### src/rtl/serial_ripple_subtractor_if.sv
`default_nettype none
// ============================================================================
// Module      : serial_ripple_subtractor_if
// Description : Request/result bundle for the bit-serial subtractor.
//               master : drives start/a/b/bin, observes busy/done/results.
//               slave  : the subtractor itself.
//   start  request, sampled by the slave on a rising edge when not busy
//   a, b   minuend / subtrahend (WIDTH bits), bin borrow-in
//   busy   bit-steps in progress
//   done   one-cycle pulse, results updated
//   diff   a - b - bin mod 2^WIDTH, bout borrow-out, ovf signed overflow
// Revision    : 1.0 - initial release
// ============================================================================
interface serial_ripple_subtractor_if #(
    parameter int WIDTH = 4
);
    logic             start;
    logic [WIDTH-1:0] a;
    logic [WIDTH-1:0] b;
    logic             bin;
    logic             busy;
    logic             done;
    logic [WIDTH-1:0] diff;
    logic             bout;
    logic             ovf;

    modport master (
        output start, a, b, bin,
        input  busy, done, diff, bout, ovf
    );

    modport slave (
        input  start, a, b, bin,
        output busy, done, diff, bout, ovf
    );
endinterface
`default_nettype wire

### src/rtl/serial_ripple_subtractor.sv
`default_nettype none
// ============================================================================
// Module      : serial_ripple_subtractor
// Description : Bit-serial a - b - bin. One full-subtractor stage plus a
//               registered borrow processes one bit per clock, LSB first.
//               Operands are captured on an accepted start; after WIDTH
//               bit-steps the difference, borrow-out and two's-complement
//               overflow are published together with a one-cycle done pulse.
// Ports       : clk  rising-edge clock
//               rst  asynchronous, active-high reset
//               bus  serial_ripple_subtractor_if.slave
//                    (start/a/b/bin in; busy/done/diff/bout/ovf out)
// Revision    : 1.0 - initial release
// ============================================================================
module serial_ripple_subtractor #(
    parameter int WIDTH = 4
) (
    input  wire                          clk,
    input  wire                          rst,
    serial_ripple_subtractor_if.slave    bus
);

    // Counter must hold values 0..WIDTH without wrapping.
    localparam int               c_CNT_W = $clog2(WIDTH) + 1;
    localparam logic [c_CNT_W-1:0] c_LAST = c_CNT_W'(WIDTH - 1);

    typedef enum logic [1:0] {
        ST_IDLE = 2'd0,
        ST_RUN  = 2'd1,
        ST_DONE = 2'd2
    } state_t;

    state_t             r_state;
    logic [WIDTH-1:0]   r_a_sh;     // minuend shift register, LSB consumed first
    logic [WIDTH-1:0]   r_b_sh;     // subtrahend shift register
    logic [WIDTH-1:0]   r_res;      // partial result, filled from the MSB end
    logic               r_br;       // running borrow
    logic [c_CNT_W-1:0] r_cnt;
    logic               r_a_msb;    // operand sign bits kept for overflow
    logic               r_b_msb;
    logic               r_busy;
    logic               r_done;
    logic [WIDTH-1:0]   r_diff;
    logic               r_bout;
    logic               r_ovf;

    // Full-subtractor stage on the current LSBs.
    logic               w_ai;
    logic               w_bi;
    logic               w_d;
    logic               w_br_next;
    logic [WIDTH-1:0]   w_res_next;
    logic               w_accept;

    assign w_ai       = r_a_sh[0];
    assign w_bi       = r_b_sh[0];
    assign w_d        = w_ai ^ w_bi ^ r_br;
    assign w_br_next  = (~w_ai & w_bi) | (~(w_ai ^ w_bi) & r_br);
    // After the last step the newest bit lands in the MSB, so this is the
    // full result on the completing edge.
    assign w_res_next = {w_d, r_res[WIDTH-1:1]};
    assign w_accept   = bus.start && (r_state != ST_RUN);

    always_ff @(posedge clk or posedge rst) begin
        if (rst) begin
            r_state <= ST_IDLE;
            r_a_sh  <= '0;
            r_b_sh  <= '0;
            r_res   <= '0;
            r_br    <= 1'b0;
            r_cnt   <= '0;
            r_a_msb <= 1'b0;
            r_b_msb <= 1'b0;
            r_busy  <= 1'b0;
            r_done  <= 1'b0;
            r_diff  <= '0;
            r_bout  <= 1'b0;
            r_ovf   <= 1'b0;
        end else begin
            r_done <= 1'b0;
            case (r_state)
                ST_IDLE, ST_DONE: begin
                    if (w_accept) begin
                        r_a_sh  <= bus.a;
                        r_b_sh  <= bus.b;
                        r_res   <= '0;
                        r_br    <= bus.bin;
                        r_cnt   <= '0;
                        r_a_msb <= bus.a[WIDTH-1];
                        r_b_msb <= bus.b[WIDTH-1];
                        r_busy  <= 1'b1;
                        r_state <= ST_RUN;
                    end else begin
                        r_state <= ST_IDLE;
                    end
                end

                ST_RUN: begin
                    // start is deliberately not looked at here.
                    r_a_sh <= r_a_sh >> 1;
                    r_b_sh <= r_b_sh >> 1;
                    r_res  <= w_res_next;
                    r_br   <= w_br_next;
                    r_cnt  <= r_cnt + 1'b1;
                    if (r_cnt == c_LAST) begin
                        r_diff  <= w_res_next;
                        r_bout  <= w_br_next;
                        // Overflow only possible when operand signs differ;
                        // it shows as a result sign unlike the minuend's.
                        r_ovf   <= (r_a_msb != r_b_msb) && (w_d != r_a_msb);
                        r_busy  <= 1'b0;
                        r_done  <= 1'b1;
                        r_state <= ST_DONE;
                    end
                end

                default: begin
                    r_busy  <= 1'b0;
                    r_state <= ST_IDLE;
                end
            endcase
        end
    end

    assign bus.busy = r_busy;
    assign bus.done = r_done;
    assign bus.diff = r_diff;
    assign bus.bout = r_bout;
    assign bus.ovf  = r_ovf;

endmodule
`default_nettype wire

### src/flat_wrapper.sv
// flat-port wrapper written by rule: the top's interface ports become plain ports
module serial_ripple_subtractor_flat 
#(
    parameter int WIDTH = 4
)
  (clk, rst, bus_start, bus_a, bus_b, bus_bin, bus_busy, bus_done, bus_diff, bus_bout, bus_ovf);
  serial_ripple_subtractor_if #(.WIDTH(WIDTH)) bus_i ();
  input  wire clk;
  input  wire rst;
  input wire logic [$bits(bus_i.start)-1:0] bus_start;
  input wire logic [$bits(bus_i.a)-1:0] bus_a;
  input wire logic [$bits(bus_i.b)-1:0] bus_b;
  input wire logic [$bits(bus_i.bin)-1:0] bus_bin;
  output wire logic [$bits(bus_i.busy)-1:0] bus_busy;
  output wire logic [$bits(bus_i.done)-1:0] bus_done;
  output wire logic [$bits(bus_i.diff)-1:0] bus_diff;
  output wire logic [$bits(bus_i.bout)-1:0] bus_bout;
  output wire logic [$bits(bus_i.ovf)-1:0] bus_ovf;
  assign bus_i.start = bus_start;
  assign bus_i.a = bus_a;
  assign bus_i.b = bus_b;
  assign bus_i.bin = bus_bin;
  assign bus_busy = bus_i.busy;
  assign bus_done = bus_i.done;
  assign bus_diff = bus_i.diff;
  assign bus_bout = bus_i.bout;
  assign bus_ovf = bus_i.ovf;
  serial_ripple_subtractor #(.WIDTH(WIDTH)) u_core (.clk(clk), .rst(rst), .bus(bus_i));
endmodule
### config.mk
export PLATFORM = sky130hd
export DESIGN_NAME = serial_ripple_subtractor_flat
export DESIGN_NICKNAME = d
export VERILOG_FILES = /design/src/rtl/serial_ripple_subtractor_if.sv /design/src/rtl/serial_ripple_subtractor.sv /design/src/flat_wrapper.sv
export SDC_FILE = /design/constraint.sdc
export NUM_CORES = 1
export LEC_CHECK = 0
export ABC_AREA = 1
export BUFFER_PORTS_ARGS = -buffer_cell sky130_fd_sc_hd__clkbuf_2
export CAP_MARGIN = 40
export CORE_UTILIZATION = 49
export DETAILED_ROUTE_END_ITERATION = 10
export GPL_TIMING_DRIVEN = 0
export PLACE_DENSITY = 0.79
export RECOVER_POWER = 50
export SLEW_MARGIN = 20
export SYNTH_ARGS = -nofsm -noshare
export SYNTH_HDL_FRONTEND = slang
export SYNTH_SLANG_ARGS = --single-unit
### constraint.sdc
create_clock -name clk -period 1.2 [get_ports clk]
set_input_delay 0.12 -clock clk [delete_from_list [all_inputs] [get_ports clk]]
set_output_delay 0.12 -clock clk [all_outputs]
set_load 0.05 [all_outputs]
==> metrics.txt <==
Slew Limit Fails=0; Main synth FF type=dfrtp_1; clk root buf=clkbuf_4; CTS Buf Count=3; Avg Inst Size Synth=roughly 8.5 sq um; FILL cells=182; Cell Rows=17; Clk Latency, worst-skew pair=0.32 ns; YS warnings=0; global-route usage over all layers=18.6%; status=finished with violations; crit start category=flop; Crit. End Element=flop; Lkg Pwr=0.000886 uW; Worst VDD drop=1.75 mV; failing checks=setup timing; synthesized flop and latch total=27; fraction of registers with async set/reset=100%; Power Total=4850 uW; Layout Cells excl Fill=approximately 210; share of cells above drive strength 1=a little over a third; Mapped Cells=146; initial antenna violation count=0; worst min path class=input port to flop; Antenna Cells=0; setup violation total in the final timing report=3; Vias per Instance=4.72; hold_ws=0.00782 ns; first-pass GRT wire length=3.73 mm; clock tree buffer depth=2; Area after DPL=0.00139 sq mm; Cell variety after synth=16; Detail Route Antenna Nets=0; IO Pins=20; sequential element share of the synthesized area=54.4%; final worst path period need=1.37 ns; post-synth top area cell=dfrtp_1; GRT overflow=0; Avg WL per Cell=between 10 and 15 microns; Mapped Area=0.00124 sq mm; DIE HEIGHT=52.4 microns; Syn Nets=~160; Final WS setup=-0.171 ns; initial DRC count=16; P per Cell Area=3060 mW/mm^2; Synth top area share=54.4%; vias=982; Fin Clk Skew=between 0.002 and 0.0025 ns; die extent in x=52.4 microns; fin nets=196; largest net degree at the start of global routing=21; TritonCTS clock tree=yes; I/O Buffers=19; vias in the first global route=~900; DRC Markers=0; Synth-to-Final Area Change=27.4%; Area contributors post-synth=dfrtp_1 (54%), nand2_1 (15%), inv_1 (8.5%), o21ai_2 (7.8%), nor2_1 (4.2%); routed wire length=2.35 mm; Final Util=68.9%; H-tree levels=1; placed insts=194; WS Path Type=flop to flop; Die Area=0.00274 sq mm; Post-synth EDFFs=0; initial core utilization=54.1%; Clock Sinks=27; RSZ-0062 raised after global routing=true; Achievable Freq=~0.73 GHz; Initial DRT Pass Iterations=4; most frequent cell after synthesis=nand2_1; number of max-cap violations=0; relative slew slack=just under 70%; Tcrit/Tclk final=114%; Slew @ Worst Pin=0.488 ns; final hold vios=0; post-DP HPWL=around 1.6 mm; CTS clock-pin slew for the worst setup and hold paths=0.14 ns; core area=~0.0023 sq mm; Worst EP arrival=1.60 ns; most instantiated cells after synthesis=nand2_1 (49), inv_1 (28), dfrtp_1 (27), nor2_1 (14), o21ai_2 (11); CP Data Required Time=1.43 ns; Worst Path Max Fanout=3; gpl congestion=approximately 0.75; Final Cell Area=0.00158 sq mm
[placed cells by master (no fill, tap or decap), types with 2 or more instances in the layout]
master	Yosys	final
inv_1	28	25
o21ai_2	11	11
nand2_1	49	44
nand2_4	0	3
nand2_2	1	3
nor2_4	1	2
buf_6	1	3
clkbuf_2	0	20
nand3_1	4	3
buf_4	0	7
nor2_1	14	13
o21ai_0	2	2
dfrtp_1	27	26
inv_2	1	3
clkbuf_4	0	3
[critical path: stages (launching register included)]
cell     delay, ns
dfrtp_1       0.38
inv_2         0.05
fa_2          0.59
inv_2         0.06
nand3_2       0.06
nand2_2       0.05
nand2_1       0.05
nand2_1       0.05
[cell type report]
type	instances	area (sq um)	share of cell area (%)
multi-input combinational	87	497	31.4
buffer	3	37.5	2.37
tap	28	35.0	2.21
sequential	27	677	42.8
clock buffer	4	26.3	1.66
inverter	29	111	7.04
timing repair buffer	30	199	12.6
[final timing paths]
check	end	startpoint	slack, ns	depth (start not counted)
hold / removal	u_core.r_a_sh[3]$_DFFE_PP0P_	bus_a[3]	0.008	3
min in group asynchronous	u_core.bus.done$_DFF_PP0_	rst	0.25	3
hold reg to reg	u_core.bus.diff[2]$_DFFE_PP0P_	u_core.bus.diff[2]$_DFFE_PP0P_	0.50	2
setup reg to reg	u_core.bus.ovf$_DFFE_PP0P_	u_core.r_b_sh[0]$_DFFE_PP0P_	-0.17	7
setup / recovery	u_core.bus.ovf$_DFFE_PP0P_	u_core.r_b_sh[0]$_DFFE_PP0P_	-0.17	7
max in group asynchronous	u_core.r_res[1]$_DFFE_PP0P_	rst	0.20	4
[per-layer routing]
metal / up-vias / global-route usage [%] / share of wire (%)
met2: 23 / 32.5 / 49
met5: - / 0 / 0
met1: 454 / 23.9 / 47
met3: 2 / 3.48 / 3.0
li1: 503 / - / -
met4: 0 / 3.95 / 0.81
[flip-flops by register name, summed over array words and instances (netlist names)]
name	count
u_core.bus.diff	4
u_core.r_a_sh	4
u_core.r_b_sh	4
u_core.r_cnt	3
u_core.r_res	3
u_core.r_state	2
u_core.bus.bout	1
u_core.bus.busy	1
u_core.bus.done	1
u_core.bus.ovf	1
u_core.r_a_msb	1
u_core.r_b_msb	1
u_core.r_br	1
[what timing repair did]
action	4_1_cts	5_1_grt
hold endpoints to repair	7	0
hold buffers	1	0
cloned	1	1
endpoints found under the setup margin	17	23
setup buffers	2	5
resized for setup	11	15
pin swaps	3	2
[where the power goes]
| part | total (uW) | switching, uW | leakage [uW] | internal, uW |
|---|---|---|---|---|
| sequential | 1580 | 248 | 0.000337 | 1330 |
| combinational | 2880 | 1710 | 0.000535 | 1170 |
| clock | 393 | 263 | 0.0000150 | 130 |
[cells by family (layout without fill, tap and decap cells)]
family / after synthesis / after routing / synth area share, %
AND/OR/NAND/NOR: 70 / 70 / 22.6
buffers and inverters: 32 / 66 / 10.5
flip-flops: 27 / 27 / 54.4
AO/OA/AOI/OAI: 14 / 14 / 8.96
adder cells (fa/ha/maj): 3 / 3 / 3.63
[metrics by stage]
step,setup TNS [ns],worst slack [ns]
after detailed placement,-0.895,-0.199
after CTS,-0.280,-0.167
after global routing,-0.457,-0.206
after global placement,-0.340,-0.172
after floorplan,-0.110,-0.0965
final,-0.321,-0.171
Note: power is estimated with default switching activity, not from simulation.
